===== src/rtl/ttt_match_controller_if.sv =====
// Request/grant and board-control bundle between the match sequencer and its players/board.
// The master side drives player requests and board status; the slave side is the controller.
interface ttt_match_controller_if;
    logic       start;
    logic       o_req_valid;
    logic [3:0] o_req_pos;
    logic       o_req_ready;
    logic       x_req_valid;
    logic [3:0] x_req_pos;
    logic       x_req_ready;
    logic [8:0] occ_mask;
    logic [1:0] game_result;
    logic       board_clr;
    logic       board_wr_en;
    logic [3:0] board_wr_pos;
    logic [1:0] board_wr_sym;
    logic [1:0] turn;
    logic [2:0] state;
    logic       illegal_move;
    logic       timeout;
    logic [3:0] o_score;
    logic [3:0] x_score;
    logic [3:0] round_num;
    logic       match_done;
    logic [1:0] match_winner;

    modport master (
        output start, o_req_valid, o_req_pos, x_req_valid, x_req_pos, occ_mask, game_result,
        input  o_req_ready, x_req_ready, board_clr, board_wr_en, board_wr_pos, board_wr_sym,
        input  turn, state, illegal_move, timeout, o_score, x_score, round_num,
        input  match_done, match_winner
    );

    modport slave (
        input  start, o_req_valid, o_req_pos, x_req_valid, x_req_pos, occ_mask, game_result,
        output o_req_ready, x_req_ready, board_clr, board_wr_en, board_wr_pos, board_wr_sym,
        output turn, state, illegal_move, timeout, o_score, x_score, round_num,
        output match_done, match_winner
    );
endinterface


===== src/rtl/ttt_match_controller.sv =====
// Tic-tac-toe match sequencer: grants turns, validates moves, skips idle players, keeps round scores.
// Every output is registered from next-state values, so outputs line up with the state they describe.
module ttt_match_controller #(
    parameter int TIMEOUT_CYCLES = 1000,
    parameter int TIMER_W        = 10,
    parameter int WINS_NEEDED    = 2,
    parameter int MAX_ROUNDS     = 3
) (
    input  logic                  clk,
    input  logic                  reset,
    ttt_match_controller_if.slave mif
);
    typedef enum logic [2:0] {
        IDLE       = 3'd0,
        CLEAR      = 3'd1,
        WAIT_MOVE  = 3'd2,
        WRITE      = 3'd3,
        CHECK      = 3'd4,
        ROUND_END  = 3'd5,
        MATCH_OVER = 3'd6
    } state_t;

    localparam logic [1:0]         SYM_NONE   = 2'b00;
    localparam logic [1:0]         SYM_O      = 2'b01;
    localparam logic [1:0]         SYM_X      = 2'b10;
    localparam logic [1:0]         SYM_TIE    = 2'b11;
    localparam logic [TIMER_W-1:0] TIMER_LAST = TIMER_W'(TIMEOUT_CYCLES - 1);
    localparam logic [3:0]         WINS       = 4'(WINS_NEEDED);
    localparam logic [4:0]         ROUNDS     = 5'(MAX_ROUNDS);

    state_t             state_q, state_d;
    logic [1:0]         turn_q, turn_d;
    logic [1:0]         starter_q, starter_d;
    logic [1:0]         result_q, result_d;
    logic [1:0]         winner_q, winner_d;
    logic [TIMER_W-1:0] timer_q, timer_d;
    logic [3:0]         pos_q, pos_d;
    logic [3:0]         o_score_q, o_score_d;
    logic [3:0]         x_score_q, x_score_d;
    logic [3:0]         round_q, round_d;
    logic               illegal_q, illegal_d;
    logic               timeout_q, timeout_d;
    logic               o_rdy_q, x_rdy_q, clr_q, wr_en_q, done_q;
    logic [3:0]         wr_pos_q;
    logic [1:0]         wr_sym_q;

    logic               o_hs, x_hs, hs, legal;
    logic [3:0]         req_pos, req_idx;

    // Readies are only ever high for the player on turn, so at most one handshake fires.
    assign o_hs    = mif.o_req_valid & o_rdy_q;
    assign x_hs    = mif.x_req_valid & x_rdy_q;
    assign hs      = o_hs | x_hs;
    assign req_pos = o_hs ? mif.o_req_pos : mif.x_req_pos;
    assign req_idx = req_pos - 4'd1;
    assign legal   = (req_pos != 4'd0) && (req_pos <= 4'd9) && !mif.occ_mask[req_idx];

    always_comb begin
        state_d   = state_q;
        turn_d    = turn_q;
        starter_d = starter_q;
        result_d  = result_q;
        winner_d  = winner_q;
        timer_d   = timer_q;
        pos_d     = pos_q;
        o_score_d = o_score_q;
        x_score_d = x_score_q;
        round_d   = round_q;
        illegal_d = 1'b0;
        timeout_d = 1'b0;

        case (state_q)
            IDLE: begin
                if (mif.start) begin
                    state_d   = CLEAR;
                    o_score_d = 4'd0;
                    x_score_d = 4'd0;
                    round_d   = 4'd0;
                    starter_d = SYM_O;
                    winner_d  = SYM_NONE;
                end
            end
            CLEAR: begin
                timer_d = '0;
                state_d = WAIT_MOVE;
            end
            WAIT_MOVE: begin
                if (hs && legal) begin
                    pos_d   = req_pos;
                    state_d = WRITE;
                end else if (hs) begin
                    // A rejected attempt still burns turn time; hold at the limit so expiry is not lost.
                    illegal_d = 1'b1;
                    timer_d   = (timer_q >= TIMER_LAST) ? timer_q : timer_q + 1'b1;
                end else if (timer_q >= TIMER_LAST) begin
                    timeout_d = 1'b1;
                    turn_d    = turn_q ^ 2'b11;
                    timer_d   = '0;
                end else begin
                    timer_d = timer_q + 1'b1;
                end
            end
            WRITE: begin
                state_d = CHECK;
            end
            CHECK: begin
                result_d = mif.game_result;
                if (mif.game_result == SYM_NONE) begin
                    turn_d  = turn_q ^ 2'b11;
                    timer_d = '0;
                    state_d = WAIT_MOVE;
                end else begin
                    state_d = ROUND_END;
                end
            end
            ROUND_END: begin
                if (result_q == SYM_O && o_score_q != 4'hF) o_score_d = o_score_q + 4'd1;
                if (result_q == SYM_X && x_score_q != 4'hF) x_score_d = x_score_q + 4'd1;
                if (round_q != 4'hF) round_d = round_q + 4'd1;
                starter_d = starter_q ^ 2'b11;
                if (o_score_d == WINS || x_score_d == WINS || ({1'b0, round_q} + 5'd1) == ROUNDS) begin
                    state_d  = MATCH_OVER;
                    winner_d = (o_score_d > x_score_d) ? SYM_O :
                               (x_score_d > o_score_d) ? SYM_X : SYM_TIE;
                end else begin
                    state_d = CLEAR;
                end
            end
            MATCH_OVER: begin
                if (mif.start) begin
                    state_d   = CLEAR;
                    o_score_d = 4'd0;
                    x_score_d = 4'd0;
                    round_d   = 4'd0;
                    starter_d = SYM_O;
                    winner_d  = SYM_NONE;
                end
            end
            default: state_d = IDLE;
        endcase

        // Turn is shown from the clear cycle onward and blanked whenever no round is in play.
        if (state_d == CLEAR) begin
            turn_d = starter_d;
        end else if (state_d == IDLE || state_d == ROUND_END || state_d == MATCH_OVER) begin
            turn_d = SYM_NONE;
        end
    end

    always_ff @(posedge clk) begin
        if (reset) begin
            state_q   <= IDLE;
            turn_q    <= SYM_NONE;
            starter_q <= SYM_O;
            result_q  <= SYM_NONE;
            winner_q  <= SYM_NONE;
            timer_q   <= '0;
            pos_q     <= 4'd0;
            o_score_q <= 4'd0;
            x_score_q <= 4'd0;
            round_q   <= 4'd0;
            illegal_q <= 1'b0;
            timeout_q <= 1'b0;
            o_rdy_q   <= 1'b0;
            x_rdy_q   <= 1'b0;
            clr_q     <= 1'b0;
            wr_en_q   <= 1'b0;
            wr_pos_q  <= 4'd0;
            wr_sym_q  <= SYM_NONE;
            done_q    <= 1'b0;
        end else begin
            state_q   <= state_d;
            turn_q    <= turn_d;
            starter_q <= starter_d;
            result_q  <= result_d;
            winner_q  <= winner_d;
            timer_q   <= timer_d;
            pos_q     <= pos_d;
            o_score_q <= o_score_d;
            x_score_q <= x_score_d;
            round_q   <= round_d;
            illegal_q <= illegal_d;
            timeout_q <= timeout_d;
            o_rdy_q   <= (state_d == WAIT_MOVE) && (turn_d == SYM_O);
            x_rdy_q   <= (state_d == WAIT_MOVE) && (turn_d == SYM_X);
            clr_q     <= (state_d == CLEAR);
            wr_en_q   <= (state_d == WRITE);
            wr_pos_q  <= (state_d == WRITE) ? pos_d : 4'd0;
            wr_sym_q  <= (state_d == WRITE) ? turn_d : SYM_NONE;
            done_q    <= (state_d == MATCH_OVER);
        end
    end

    assign mif.o_req_ready  = o_rdy_q;
    assign mif.x_req_ready  = x_rdy_q;
    assign mif.board_clr    = clr_q;
    assign mif.board_wr_en  = wr_en_q;
    assign mif.board_wr_pos = wr_pos_q;
    assign mif.board_wr_sym = wr_sym_q;
    assign mif.turn         = turn_q;
    assign mif.state        = state_q;
    assign mif.illegal_move = illegal_q;
    assign mif.timeout      = timeout_q;
    assign mif.o_score      = o_score_q;
    assign mif.x_score      = x_score_q;
    assign mif.round_num    = round_q;
    assign mif.match_done   = done_q;
    assign mif.match_winner = winner_q;
endmodule


===== src/flat_wrapper.sv =====
// flat-port wrapper written by rule: the top's interface ports become plain ports
module ttt_match_controller_flat 
#(
    parameter int TIMEOUT_CYCLES = 1000,
    parameter int TIMER_W        = 10,
    parameter int WINS_NEEDED    = 2,
    parameter int MAX_ROUNDS     = 3
)
  (clk, reset, mif_start, mif_o_req_valid, mif_o_req_pos, mif_x_req_valid, mif_x_req_pos, mif_occ_mask, mif_game_result, mif_o_req_ready, mif_x_req_ready, mif_board_clr, mif_board_wr_en, mif_board_wr_pos, mif_board_wr_sym, mif_turn, mif_state, mif_illegal_move, mif_timeout, mif_o_score, mif_x_score, mif_round_num, mif_match_done, mif_match_winner);
  ttt_match_controller_if mif_i ();
  input  logic clk;
  input  logic reset;
  input wire logic [$bits(mif_i.start)-1:0] mif_start;
  input wire logic [$bits(mif_i.o_req_valid)-1:0] mif_o_req_valid;
  input wire logic [$bits(mif_i.o_req_pos)-1:0] mif_o_req_pos;
  input wire logic [$bits(mif_i.x_req_valid)-1:0] mif_x_req_valid;
  input wire logic [$bits(mif_i.x_req_pos)-1:0] mif_x_req_pos;
  input wire logic [$bits(mif_i.occ_mask)-1:0] mif_occ_mask;
  input wire logic [$bits(mif_i.game_result)-1:0] mif_game_result;
  output wire logic [$bits(mif_i.o_req_ready)-1:0] mif_o_req_ready;
  output wire logic [$bits(mif_i.x_req_ready)-1:0] mif_x_req_ready;
  output wire logic [$bits(mif_i.board_clr)-1:0] mif_board_clr;
  output wire logic [$bits(mif_i.board_wr_en)-1:0] mif_board_wr_en;
  output wire logic [$bits(mif_i.board_wr_pos)-1:0] mif_board_wr_pos;
  output wire logic [$bits(mif_i.board_wr_sym)-1:0] mif_board_wr_sym;
  output wire logic [$bits(mif_i.turn)-1:0] mif_turn;
  output wire logic [$bits(mif_i.state)-1:0] mif_state;
  output wire logic [$bits(mif_i.illegal_move)-1:0] mif_illegal_move;
  output wire logic [$bits(mif_i.timeout)-1:0] mif_timeout;
  output wire logic [$bits(mif_i.o_score)-1:0] mif_o_score;
  output wire logic [$bits(mif_i.x_score)-1:0] mif_x_score;
  output wire logic [$bits(mif_i.round_num)-1:0] mif_round_num;
  output wire logic [$bits(mif_i.match_done)-1:0] mif_match_done;
  output wire logic [$bits(mif_i.match_winner)-1:0] mif_match_winner;
  assign mif_i.start = mif_start;
  assign mif_i.o_req_valid = mif_o_req_valid;
  assign mif_i.o_req_pos = mif_o_req_pos;
  assign mif_i.x_req_valid = mif_x_req_valid;
  assign mif_i.x_req_pos = mif_x_req_pos;
  assign mif_i.occ_mask = mif_occ_mask;
  assign mif_i.game_result = mif_game_result;
  assign mif_o_req_ready = mif_i.o_req_ready;
  assign mif_x_req_ready = mif_i.x_req_ready;
  assign mif_board_clr = mif_i.board_clr;
  assign mif_board_wr_en = mif_i.board_wr_en;
  assign mif_board_wr_pos = mif_i.board_wr_pos;
  assign mif_board_wr_sym = mif_i.board_wr_sym;
  assign mif_turn = mif_i.turn;
  assign mif_state = mif_i.state;
  assign mif_illegal_move = mif_i.illegal_move;
  assign mif_timeout = mif_i.timeout;
  assign mif_o_score = mif_i.o_score;
  assign mif_x_score = mif_i.x_score;
  assign mif_round_num = mif_i.round_num;
  assign mif_match_done = mif_i.match_done;
  assign mif_match_winner = mif_i.match_winner;
  ttt_match_controller #(.TIMEOUT_CYCLES(TIMEOUT_CYCLES), .TIMER_W(TIMER_W), .WINS_NEEDED(WINS_NEEDED), .MAX_ROUNDS(MAX_ROUNDS)) u_core (.clk(clk), .reset(reset), .mif(mif_i));
endmodule

===== config.mk =====
export PLATFORM = sky130hd
export DESIGN_NAME = ttt_match_controller_flat
export DESIGN_NICKNAME = d
export VERILOG_FILES = /design/src/rtl/ttt_match_controller_if.sv /design/src/rtl/ttt_match_controller.sv /design/src/flat_wrapper.sv
export SDC_FILE = /design/constraint.sdc
export NUM_CORES = 1
export LEC_CHECK = 0
export CORE_AREA = 5 5 88 90
export DETAILED_ROUTE_END_ITERATION = 7
export DIE_AREA = 0 0 93 95
export PLACE_DENSITY_LB_ADDON = 0.25
export REMOVE_ABC_BUFFERS = 1
export SLEW_MARGIN = 10
export SYNTH_ARGS = -nofsm -noshare
export SYNTH_HDL_FRONTEND = slang
export SYNTH_SLANG_ARGS = --single-unit

===== constraint.sdc =====
create_clock -name clk -period 2.4 [get_ports clk]
set_input_delay 0.48 -clock clk [delete_from_list [all_inputs] [get_ports clk]]
set_output_delay 0.48 -clock clk [all_outputs]
set_load 0.005 [all_outputs]

# [Word-level counts from Yosys, hierarchy flattened]
# Cells that the tools add are included.
[classes] n_bitwise=7 magnitude_cmp=5 reduce_logical=26 n_eq_ne=27 n_mux=41 add_sub_neg=6
[op_table] cell="$mux W10" n=5
[op_table] cell="$mux W4" n=9
[op_table] cell="$pmux W10 S3" n=1
[op_table] cell="$pmux W4 S2" n=3
[op_table] cell="$mux W2" n=10
[op_table] cell="$pmux W3 S6" n=1
[op_table] cell="$eq A3 B3 Y1 const B" n=5
[op_table] cell="$add A4 B1 Y4 const B" n=3
[op_table] cell="$eq A3 B2 Y1 const B" n=4
[op_table] cell="$mux W3" n=4
[op_table] cell="$ne A4 B4 Y1 const B" n=3
[op_table] cell="$pmux W2 S2" n=3
[op_table] cell="$add A10 B1 Y10 const B" n=1
[op_table] cell="$ge A10 B10 Y1 const B" n=1
[op_table] cell="$eq A4 B2 Y1 const B" n=2
[op_table] cell="$gt A4 B4 Y1" n=2
[op_table] cell="$ne A2 B1 Y1 const B" n=4
[op_table] cell="$logic_and A1 B1 Y1" n=7
[op_table] cell="$eq A3 B1 Y1 const B" n=2
[op_table] cell="$logic_not A3 Y1" n=2
[op_table] cell="$reduce_and A3 Y1" n=2
[op_table] cell="$add A4 B1 Y5 const B" n=1
[op_table] cell="$eq A5 B2 Y1 const B" n=1
[op_table] cell="$lt A4 B5 Y1 const B" n=1
[op_table] cell="other kinds (23)" n=35
[totals] register_bits=50 out_inout_bits=32

# [Depth between registers and ports, before layout]
# Gate-level depths: netlist (run 1).
[depth] depth_word=17 ltp_mapped=13

# [Worst setup path after synthesis (run 1)]
# Ideal clock, no wire load.
[synth_path] path_type="register to register" start="register u_core.o_score_q[0] (netlist: u_core.mif.o_score[0])" end="register u_core.winner_q[1] (netlist: u_core.mif.match_winner[1])" setup_slack_ns=-0.052 setup_time_ns=0.065 arrival_ns=2.387 required_ns=2.335 stages_incl_launch_ff=14 path_cell_list="dfxtp_1 > ha_1 > nand3_1 > and2_1 > clkbuf_1 > mux2_2 > ha_1 > nor2b_1 > o21ai_0 > nand2b_1 > a21oi_1 > a41oi_1 > a2bb2oi_1 > nor2_1"
[synth_via] elab_chain_len=9 elab_cells_between_ends=14 classes_between="add/sub: 1; order compare: 1; eq/ne: 3; mux: 5; reduce/logical: 4"
[synth_lines] element="start: declaration" line_no="ttt_match_controller.sv:38" text="logic [3:0] o_score_q, o_score_d;"
[synth_lines] element="start signal: assignment" line_no="ttt_match_controller.sv:179" text="o_score_q <= o_score_d;"
[synth_lines] element="parallel branches: the longest is 2 deep, another holds $add A4 B1 Y4"
[synth_lines] element="$mux W4 (*)" line_no="ttt_match_controller.sv:117" text="if (result_q == SYM_O && o_score_q != 4'hF) o_score_d = o_score_q + 4'd1;"
[synth_lines] element="$mux W4 (*)" line_no="ttt_match_controller.sv:72" text="case (state_q)"
[synth_lines] element="parallel branches: the longest is 5 deep, another holds $gt A4 B4 Y1"
[synth_lines] element="end signal: assignment" line_no="ttt_match_controller.sv:176" text="winner_q <= winner_d;"
[synth_lines] element="end: declaration" line_no="ttt_match_controller.sv:35" text="logic [1:0] winner_q, winner_d;"
# Every way passes the cells marked *. The select of a mux whose other input is x is not followed.
# A chain may end at the register's enable or synchronous reset.

# [Final worst setup path (run 1)]
[layout_path] start="input port mif_o_req_pos[0]" end="register u_core.pos_q[0]"
[layout_via] elab_chain_len=9 elab_cells_between_ends=12 classes_between="add/sub: 1; order compare: 1; mux: 5; reduce/logical: 5"
[layout_lines] element="start: declaration" line_no="flat_wrapper.sv:15" text="input wire logic [$bits(mif_i.o_req_pos)-1:0] mif_o_req_pos;"
[layout_lines] element="$mux W4 (*)" line_no="ttt_match_controller.sv:54" text="assign req_pos = o_hs ? mif.o_req_pos : mif.x_req_pos;"
[layout_lines] element="$sub A4 B1 Y4" line_no="ttt_match_controller.sv:55" text="assign req_idx = req_pos - 4'd1;"
[layout_lines] element="$bmux W1 S4" line_no="ttt_match_controller.sv:56" text="assign legal = (req_pos != 4'd0) && (req_pos <= 4'd9) && !mif.occ_mask[req_idx];"
[layout_lines] element="$mux W1 (not written as such)" line_no="ttt_match_controller.sv:56"
[layout_lines] element="$logic_not A1 Y1" line_no="ttt_match_controller.sv:56"
[layout_lines] element="$logic_and A1 B1 Y1" line_no="ttt_match_controller.sv:56"
[layout_lines] element="$logic_and A1 B1 Y1" line_no="ttt_match_controller.sv:88" text="if (hs && legal) begin"
[layout_lines] element="$mux W4 (*)" line_no="ttt_match_controller.sv:88"
[layout_lines] element="$mux W4 (*)" line_no="ttt_match_controller.sv:72"
[layout_lines] element="end signal: assignment" line_no="ttt_match_controller.sv:178" text="pos_q <= pos_d;"
[layout_lines] element="end: declaration" line_no="ttt_match_controller.sv:37" text="logic [3:0] pos_q, pos_d;"
# Mark *: on every way between the ends. The rest lies on a longest branch, timed or not. The select of a mux whose other input is x is not followed.

==> results.tsv, run 1 <==
metric	value	unit
crit path kind	primary input to flip-flop	
Setup TNS	0	ps
sequential share of the synthesized area	0.333	
vias in the first global route	2847	
Routed WL	8370	microns
worst reg-to-reg path cell count	7	
post-synthesis share of cell area spent on full adders, half adders and majority gates	0.0375	
maximum vdd ir drop	0.211	mV
antenna violations before repair	0	
row count	31	
number of synthesized register bits	50	
overall fraction of global-route tracks in use	0.188	
post-synthesis cell area	3000	sq um
Setup crit start kind	primary input	
Post-Synth XOR/XNOR Area	0.0175	
cts bufs inserted	5	
most instantiated flip-flop cell in the synthesis netlist	sky130_fd_sc_hd__dfxtp_1	
sum of overflow across all layers after global routing	0	
CTS H-Tree Depth	2	
setup slack after layout	34.5	ps
Post-Place Setup Slack	-780	ps
capture point of the worst reg-to-reg path	u_core.pos_q[0]	
arrival time at the worst endpoint	2610	ps
clock transition time at the flip-flop clock pins of the worst setup and hold paths	90	ps
biggest area consumer among synthesized cells	sky130_fd_sc_hd__dfxtp_1	
Final Hold Viols	0	
placed instance count	546	
period utilization	0.986	
final layout net count	507	
post-synthesis compound-gate area fraction	0.272	
via density per instance	5.58	
clock root buffer master	sky130_fd_sc_hd__clkbuf_8	
dominant cells by area after synthesis	sky130_fd_sc_hd__dfxtp_1, sky130_fd_sc_hd__a21oi_1, sky130_fd_sc_hd__nor2_1	
PnR Total Power	0.00177	W
hold endpoint	u_core.mif.board_wr_pos[2]	
detail-routed net length per standard cell	15.0	microns
total of max-cap violations	0	
setup slack of the worst register-to-register path	90	ps
global placer's final weighted congestion	0.855	
share of Yosys cell area claimed by the top area cell type	0.333	
origin of the worst setup path	mif_o_req_pos[0]	
Max Clock Skew	10.3	ps
TritonRoute pass-1 iters	4	
Slew headroom	0.606	
shortest period the worst path allows	2370	ps
setup repair after global routing missed its margin	yes	
average cell area after synthesis	8.01	sq um
Post-Layout Inst Area	4180	sq um
Yosys warning total	0	
number of distinct library cell variants in the gate-level netlist after synthesis	64	
Num Clock Sinks	50	
top achievable clock speed	423	MHz
vertical die dimension	95	microns
Crit. End Element	flip-flop	
result of the run	completed	
number of enable-type register cells in the synthesized netlist	0	
TritonCTS clock tree	yes	
number of nets with antenna violations after routing	0	
total power divided by cell area	423	nW/um^2
Longest Clk Path Bufs	2	
PortBufs	55	
global-route wire length before repair	13500	microns
number of DRC violations after detailed-routing iteration 0	191	
placeable core area	6980	sq um
final number of setup-violating endpoints	0	
Clock Latency Late Sink	310	ps
Final Non-Filler Cells	557	
start of the worst register-to-register path	u_core.mif.o_req_ready	
floorplan die width	93	microns
maximum fanout encountered on the critical timing path	5	
number of hold-repair buffers added at the cts stage	0	
final-report max-slew violation count	0	
post-placement cell area	3970	sq um
post-synthesis instance total	375	
area of the die	8840	sq um
Synth async-reset ratio	0	
initial core utilization	0.430	
main combinational cell family by area after synthesis	compound AO/OA/AOI/OAI gates	
mux share of post-synthesis cell area	0.0346	
antenna diode count	0	
post-synthesis simple-gate area fraction	0.267	
num ports	56	
drc violations	0	
Pleak	1.59	nW
dpl hpwl	6340	microns
number of vias in the routed layout	3109	
largest net degree at the start of global routing	19	
layout overhead on the synthesized area	39.1	%
Hold Crit Depth	2	
type of the tightest min-delay check	flip-flop to flip-flop	
Worst EP required	2640	ps
slew at the pin closest to its max-slew limit	590	ps
proportion of layout cells with a drive suffix above 1	0.223	
fillers	633	
startpoint of the most critical hold path	u_core.pos_q[2]	
==> flip-flops by register name (all words and copies together), names as in the netlist, 2 cells and up <==
name	flops
u_core.mif.o_score	4
u_core.result_q	2
u_core.mif.x_score	4
u_core.starter_q	2
u_core.mif.board_wr_pos	4
u_core.pos_q	4
u_core.mif.match_winner	2
u_core.timer_q	10
u_core.mif.board_wr_sym	2
u_core.mif.turn	2
u_core.mif.state	3
u_core.mif.round_num	4
==> cell usage after synthesis, types with 4 or more instances <==
master	instances
sky130_fd_sc_hd__a31oi_1	5
sky130_fd_sc_hd__mux2i_1	7
sky130_fd_sc_hd__dfxtp_1	50
sky130_fd_sc_hd__nor2_1	40
sky130_fd_sc_hd__a211o_1	5
sky130_fd_sc_hd__a21oi_1	32
sky130_fd_sc_hd__o211ai_2	4
sky130_fd_sc_hd__inv_1	6
sky130_fd_sc_hd__clkbuf_1	15
sky130_fd_sc_hd__ha_1	9
sky130_fd_sc_hd__nand3_1	15
sky130_fd_sc_hd__nor4_1	7
sky130_fd_sc_hd__a211oi_1	4
sky130_fd_sc_hd__nor3b_1	5
sky130_fd_sc_hd__a32o_1	5
sky130_fd_sc_hd__nor2b_1	8
sky130_fd_sc_hd__nand2b_1	4
sky130_fd_sc_hd__nor3_1	13
sky130_fd_sc_hd__and3_1	8
sky130_fd_sc_hd__nand2_1	37
sky130_fd_sc_hd__o21ai_0	23
sky130_fd_sc_hd__or3_1	5
==> metrics by stage <==
step                      utilization  hold WS [ps]
after floorplan                     -           433
after global placement          0.568           441
after detailed placement        0.568           452
after CTS                       0.588           464
after global routing            0.598           502
final                           0.598           466
==> worst max path at each step <==
stage	to
3_3_place_gp	u_core.timer_q[1]
3_5_place_dp	u_core.pos_q[0]
2_1_floorplan	u_core.mif.match_winner[1]
5_1_grt	u_core.mif.match_winner[1]
4_1_cts	u_core.pos_q[0]
6_report	u_core.pos_q[0]
==> routing by layer <==
layer  vias up  global-route usage  share of wire
li1       1592                   -              -
met1      1445               0.263           0.47
met2        62               0.298           0.47
met3        10              0.0311          0.042
met4         0              0.0513          0.014
met5         -                   0              0
==> placed cells by master, fill, tap and decap left out, types with 6 or more instances in the layout <==
master	count
sky130_fd_sc_hd__buf_4	55
sky130_fd_sc_hd__clkdlybuf4s50_1	49
sky130_fd_sc_hd__dfxtp_1	47
sky130_fd_sc_hd__nor2_1	40
sky130_fd_sc_hd__nand2_1	37
sky130_fd_sc_hd__a21oi_1	28
sky130_fd_sc_hd__o21ai_0	19
sky130_fd_sc_hd__nand3_1	15
sky130_fd_sc_hd__nor3_1	12
sky130_fd_sc_hd__nor2b_1	8
sky130_fd_sc_hd__ha_1	8
sky130_fd_sc_hd__and3_1	7
sky130_fd_sc_hd__nor4_1	7
sky130_fd_sc_hd__inv_1	6
sky130_fd_sc_hd__clkbuf_8	6
==> cell type report <==
class / instances / area [sq um] / area share
Multi-Input combinational cell: 300 / 1990 / 0.476
Sequential cell: 50 / 1010 / 0.241
Timing Repair Buffer: 111 / 963 / 0.231
Tap cell: 82 / 103 / 0.0246
Clock buffer: 7 / 86.3 / 0.0207
Inverter: 6 / 22.5 / 0.00539
Clock inverter: 1 / 5.00 / 0.00120
==> power by group <==
group / switching, W / internal [W] / total, W
combinational: 0.000195 / 0.000194 / 0.000389
sequential: 0.0000228 / 0.000840 / 0.000862
clock: 0.000281 / 0.000233 / 0.000514
==> worst max-delay path, stage by stage <==
cell                            delay, ps
sky130_fd_sc_hd__dlygate4sd2_1        260
sky130_fd_sc_hd__and3_4               200
sky130_fd_sc_hd__or3_4                360
sky130_fd_sc_hd__o2111ai_2             90
sky130_fd_sc_hd__a21oi_2              110
sky130_fd_sc_hd__or4_4                610
sky130_fd_sc_hd__or3_4                360
sky130_fd_sc_hd__a21oi_2              130
==> cells by family (layout without fill, tap and decap cells) <==
family | after synthesis | in the layout
adders and majority gates | 9 | 9
buffers and inverters | 26 | 125
DFF | 50 | 50
muxes | 10 | 10
AOI/OAI and AO/OA | 117 | 117
and+or+nand+nor | 157 | 158
xor gates and xnor gates | 6 | 6
==> what timing repair did <==
item,in CTS,in global routing
buffers inserted,1,1
setup endpoints to repair,26,21
pin swaps,2,5
gates cloned,1,0
resized for setup,18,25
Note: power is estimated with default switching activity, not from simulation.
==> run 2, diff against run 1 <==
--- a/config.mk
+++ b/config.mk
@@ -6,10 +6,12 @@
 export NUM_CORES = 1
 export LEC_CHECK = 0
 export CORE_AREA = 5 5 88 90
+export CTS_BUF_LIST = sky130_fd_sc_hd__clkbuf_4
 export DETAILED_ROUTE_END_ITERATION = 7
 export DIE_AREA = 0 0 93 95
 export PLACE_DENSITY_LB_ADDON = 0.25
 export REMOVE_ABC_BUFFERS = 1
+export SKIP_LAST_GASP = 1
 export SLEW_MARGIN = 10
 export SYNTH_ARGS = -nofsm -noshare
 export SYNTH_HDL_FRONTEND = slang
==> run 2 against run 1 <==
  * Cell count grew 0.18%
  * Non-clock buffer count grew 1
  * Maximum frequency grew 1.4%
  * Flip-flop and latch count is the same
  * Via count grew 0.26%
  * Die area is the same
  * Register-to-register slack is essentially flat
  * Critical path type unchanged
==> results.tsv, run 2 (synthesis results as in run 1) <==
metric	value	unit	change
area of the die	8840	sq um	unchanged
Switching Power	0.000483	W	was 0.000499 W
maximum fanout encountered on the critical timing path	9		was 5
clock network fraction of design power	0.237		was 0.291
sum of overflow across all layers after global routing	0		unchanged
global-route wire length before repair	13600	microns	was 13,500 microns
Clock Latency Late Sink	370	ps	was 310 ps
Pleak	1.58	nW	was 1.59 nW
overall fraction of global-route tracks in use	0.188		about the same
Routed WL	8390	microns	was 8370 microns
antenna diode count	0		unchanged
Final Hold Viols	0		unchanged
proportion of layout cells with a drive suffix above 1	0.214		was 0.223
global placer's final weighted congestion	0.855		unchanged
final number of setup-violating endpoints	0		unchanged
num ports	56		unchanged
dpl hpwl	6340	microns	unchanged
crit path kind	primary input to flip-flop		unchanged
crit path cell chain	clkdlybuf4s15_2 > and3_4 > or3_1 > o2111ai_1 > a21oi_2 > or4_4 > buf_4 > o21ai_1 > a21oi_2		was dlygate4sd2_1 > and3_4 > or3_4 > o2111ai_2 > a21oi_2 > or4_4 > or3_4 > a21oi_2
slew at the pin closest to its max-slew limit	592	ps	was 590 ps
PortBufs	55		unchanged
slowest stage cell on the critical path	sky130_fd_sc_hd__or4_4		unchanged
TritonRoute pass-1 iters	5		was 4
Longest Clk Path Bufs	2		unchanged
final layout net count	508		was 507
Worst EP required	2660	ps	was 2640 ps
register share of total power	0.526		was 0.488
setup repair after global routing missed its margin	yes		unchanged
PnR Total Power	0.00164	W	was 0.00177 W
register with the most flip-flops	u_core.timer_q		unchanged
part of the power in combinational logic	0.237		was 0.220
top achievable clock speed	429	MHz	was 423 MHz
floorplan die width	93	microns	unchanged
maximum vdd ir drop	0.195	mV	was 0.211 mV
Post-Place Setup Slack	-780	ps	unchanged
most frequent cells in the layout	sky130_fd_sc_hd__buf_4, sky130_fd_sc_hd__clkdlybuf4s50_1, sky130_fd_sc_hd__dfxtp_1		unchanged
shortest period the worst path allows	2330	ps	was 2370 ps
most frequent cell on the critical path	sky130_fd_sc_hd__a21oi_2		
hold slack final	475	ps	was 466 ps
Max Clock Skew	20.4	ps	was 10.3 ps
total of max-cap violations	0		unchanged
number of DRC violations after detailed-routing iteration 0	171		was 191
capture point of the worst reg-to-reg path	u_core.pos_q[0]		unchanged
hold endpoint	u_core.mif.board_wr_pos[2]		unchanged
number of nets with antenna violations after routing	0		unchanged
vias in the first global route	2849		was 2,847
worst reg-to-reg path cell count	9		was 7
total power divided by cell area	396	nW/um^2	was 423 nW/um^2
internal power consumption	0.00116	W	was 0.00127 W
Setup TNS	0	ps	unchanged
placed instance count	546		unchanged
number of flip-flops in the largest register	10		unchanged
Slew headroom	0.604		was 0.606
cts bufs inserted	5		unchanged
antenna violations before repair	0		unchanged
CTS H-Tree Depth	2		unchanged
vertical die dimension	95	microns	unchanged
start of the worst register-to-register path	u_core.mif.o_req_ready		unchanged
Critical Path Max Stage Delay	600	ps	was 610 ps
Setup crit start kind	primary input		unchanged
initial core utilization	0.430		unchanged
TritonCTS clock tree	yes		unchanged
arrival time at the worst endpoint	2590	ps	was 2610 ps
placeable core area	6980	sq um	unchanged
result of the run	completed		unchanged
layout overhead on the synthesized area	37.7	%	was 39.1%
Num Clock Sinks	50		unchanged
number of vias in the routed layout	3117		was 3,109
largest net degree at the start of global routing	19		unchanged
Crit. End Element	flip-flop		unchanged
period utilization	0.972		was 0.986
type of the tightest min-delay check	flip-flop to flip-flop		unchanged
via density per instance	5.59		was 5.58
setup slack after layout	67.2	ps	was 34.5 ps
switching part of the total power	0.295		was 0.282
Hold Crit Depth	2		unchanged
Final Non-Filler Cells	558		was 557
drc violations	0		unchanged
row count	31		unchanged
clock transition time at the flip-flop clock pins of the worst setup and hold paths	130	ps	was 90 ps
detail-routed net length per standard cell	15.0	microns	about the same
startpoint of the most critical hold path	u_core.pos_q[2]		unchanged
clock root buffer master	sky130_fd_sc_hd__clkbuf_4		was sky130_fd_sc_hd__clkbuf_8
final-report max-slew violation count	0		unchanged
most common library cell in the layout ignoring fill and taps	sky130_fd_sc_hd__buf_4		unchanged
setup slack of the worst register-to-register path	80	ps	was 90 ps
-- run 2: changes by cell type in the layout (fill, tap and decap cells not counted), sizes merged --
cell,change
clkinv,+1
clkdlybuf4s15,+1
clkbuf,-2
clkdlybuf4s50,+1
-- run 2: critical path: cells and delay by family --
family          cells  cell delay (ps)
buf+inv             2              440
compound gates      4              520
simple gates        3             1160
-- run 2: power by group through the flow --
stage               registers [W]  clock network, W  logic (W)
floorplan                0.000877                 0   0.000167
global placement         0.000881                 0   0.000355
detailed placement       0.000881                 0   0.000358
CTS                      0.000864          0.000404   0.000376
global route             0.000866          0.000433   0.000421
finish                   0.000863          0.000388   0.000389
-- run 2: metrics by stage --
stage | utilization | instance area, sq um
after floorplan | - | 2910
after global placement | 0.568 | 3970
after detailed placement | 0.568 | 3970
after CTS | 0.583 | 4070
after global routing | 0.592 | 4140
final | 0.592 | 4140
-- run 2: timing repair --
action / CTS / global route
hold buffers: 0 / 0
resized for setup: 17 / 20
endpoints found under the hold margin: 0 / 0
buffers inserted: 1 / 2
setup endpoints to repair: 26 / 25
cloned: 1 / 0
pin swaps: 3 / 5
-- run 2: worst max-delay path by stage --
stage / startpoint / to
floorplan: u_core.mif.o_score[0] / u_core.mif.match_winner[1]
CTS: u_core.mif.o_score[0] / u_core.mif.match_winner[1]
global placement: mif_o_req_valid / u_core.timer_q[1]
global route: u_core.mif.o_score[0] / u_core.mif.match_winner[1]
detailed placement: mif_o_req_valid / u_core.pos_q[0]
finish: mif_o_req_valid / u_core.pos_q[0]
-- run 2: cell type report --
cell class / count / area, sq um
inverters: 6 / 22.5
multi-input cells: 300 / 1970
well taps: 82 / 103
clock buffers: 6 / 45.0
fillers: 639 / 2850
clock inverters: 2 / 8.76
flip-flops and latches: 50 / 1010
repair buffers: 112 / 978
-- run 2: layer usage --
metal  vias to the layer above  global-route usage  share of wire
li1                       1603                   -              -
met1                      1443               0.268           0.49
met2                        58               0.298           0.46
met3                        13              0.0263          0.032
met4                         0              0.0525          0.017
met5                         -                   0              0
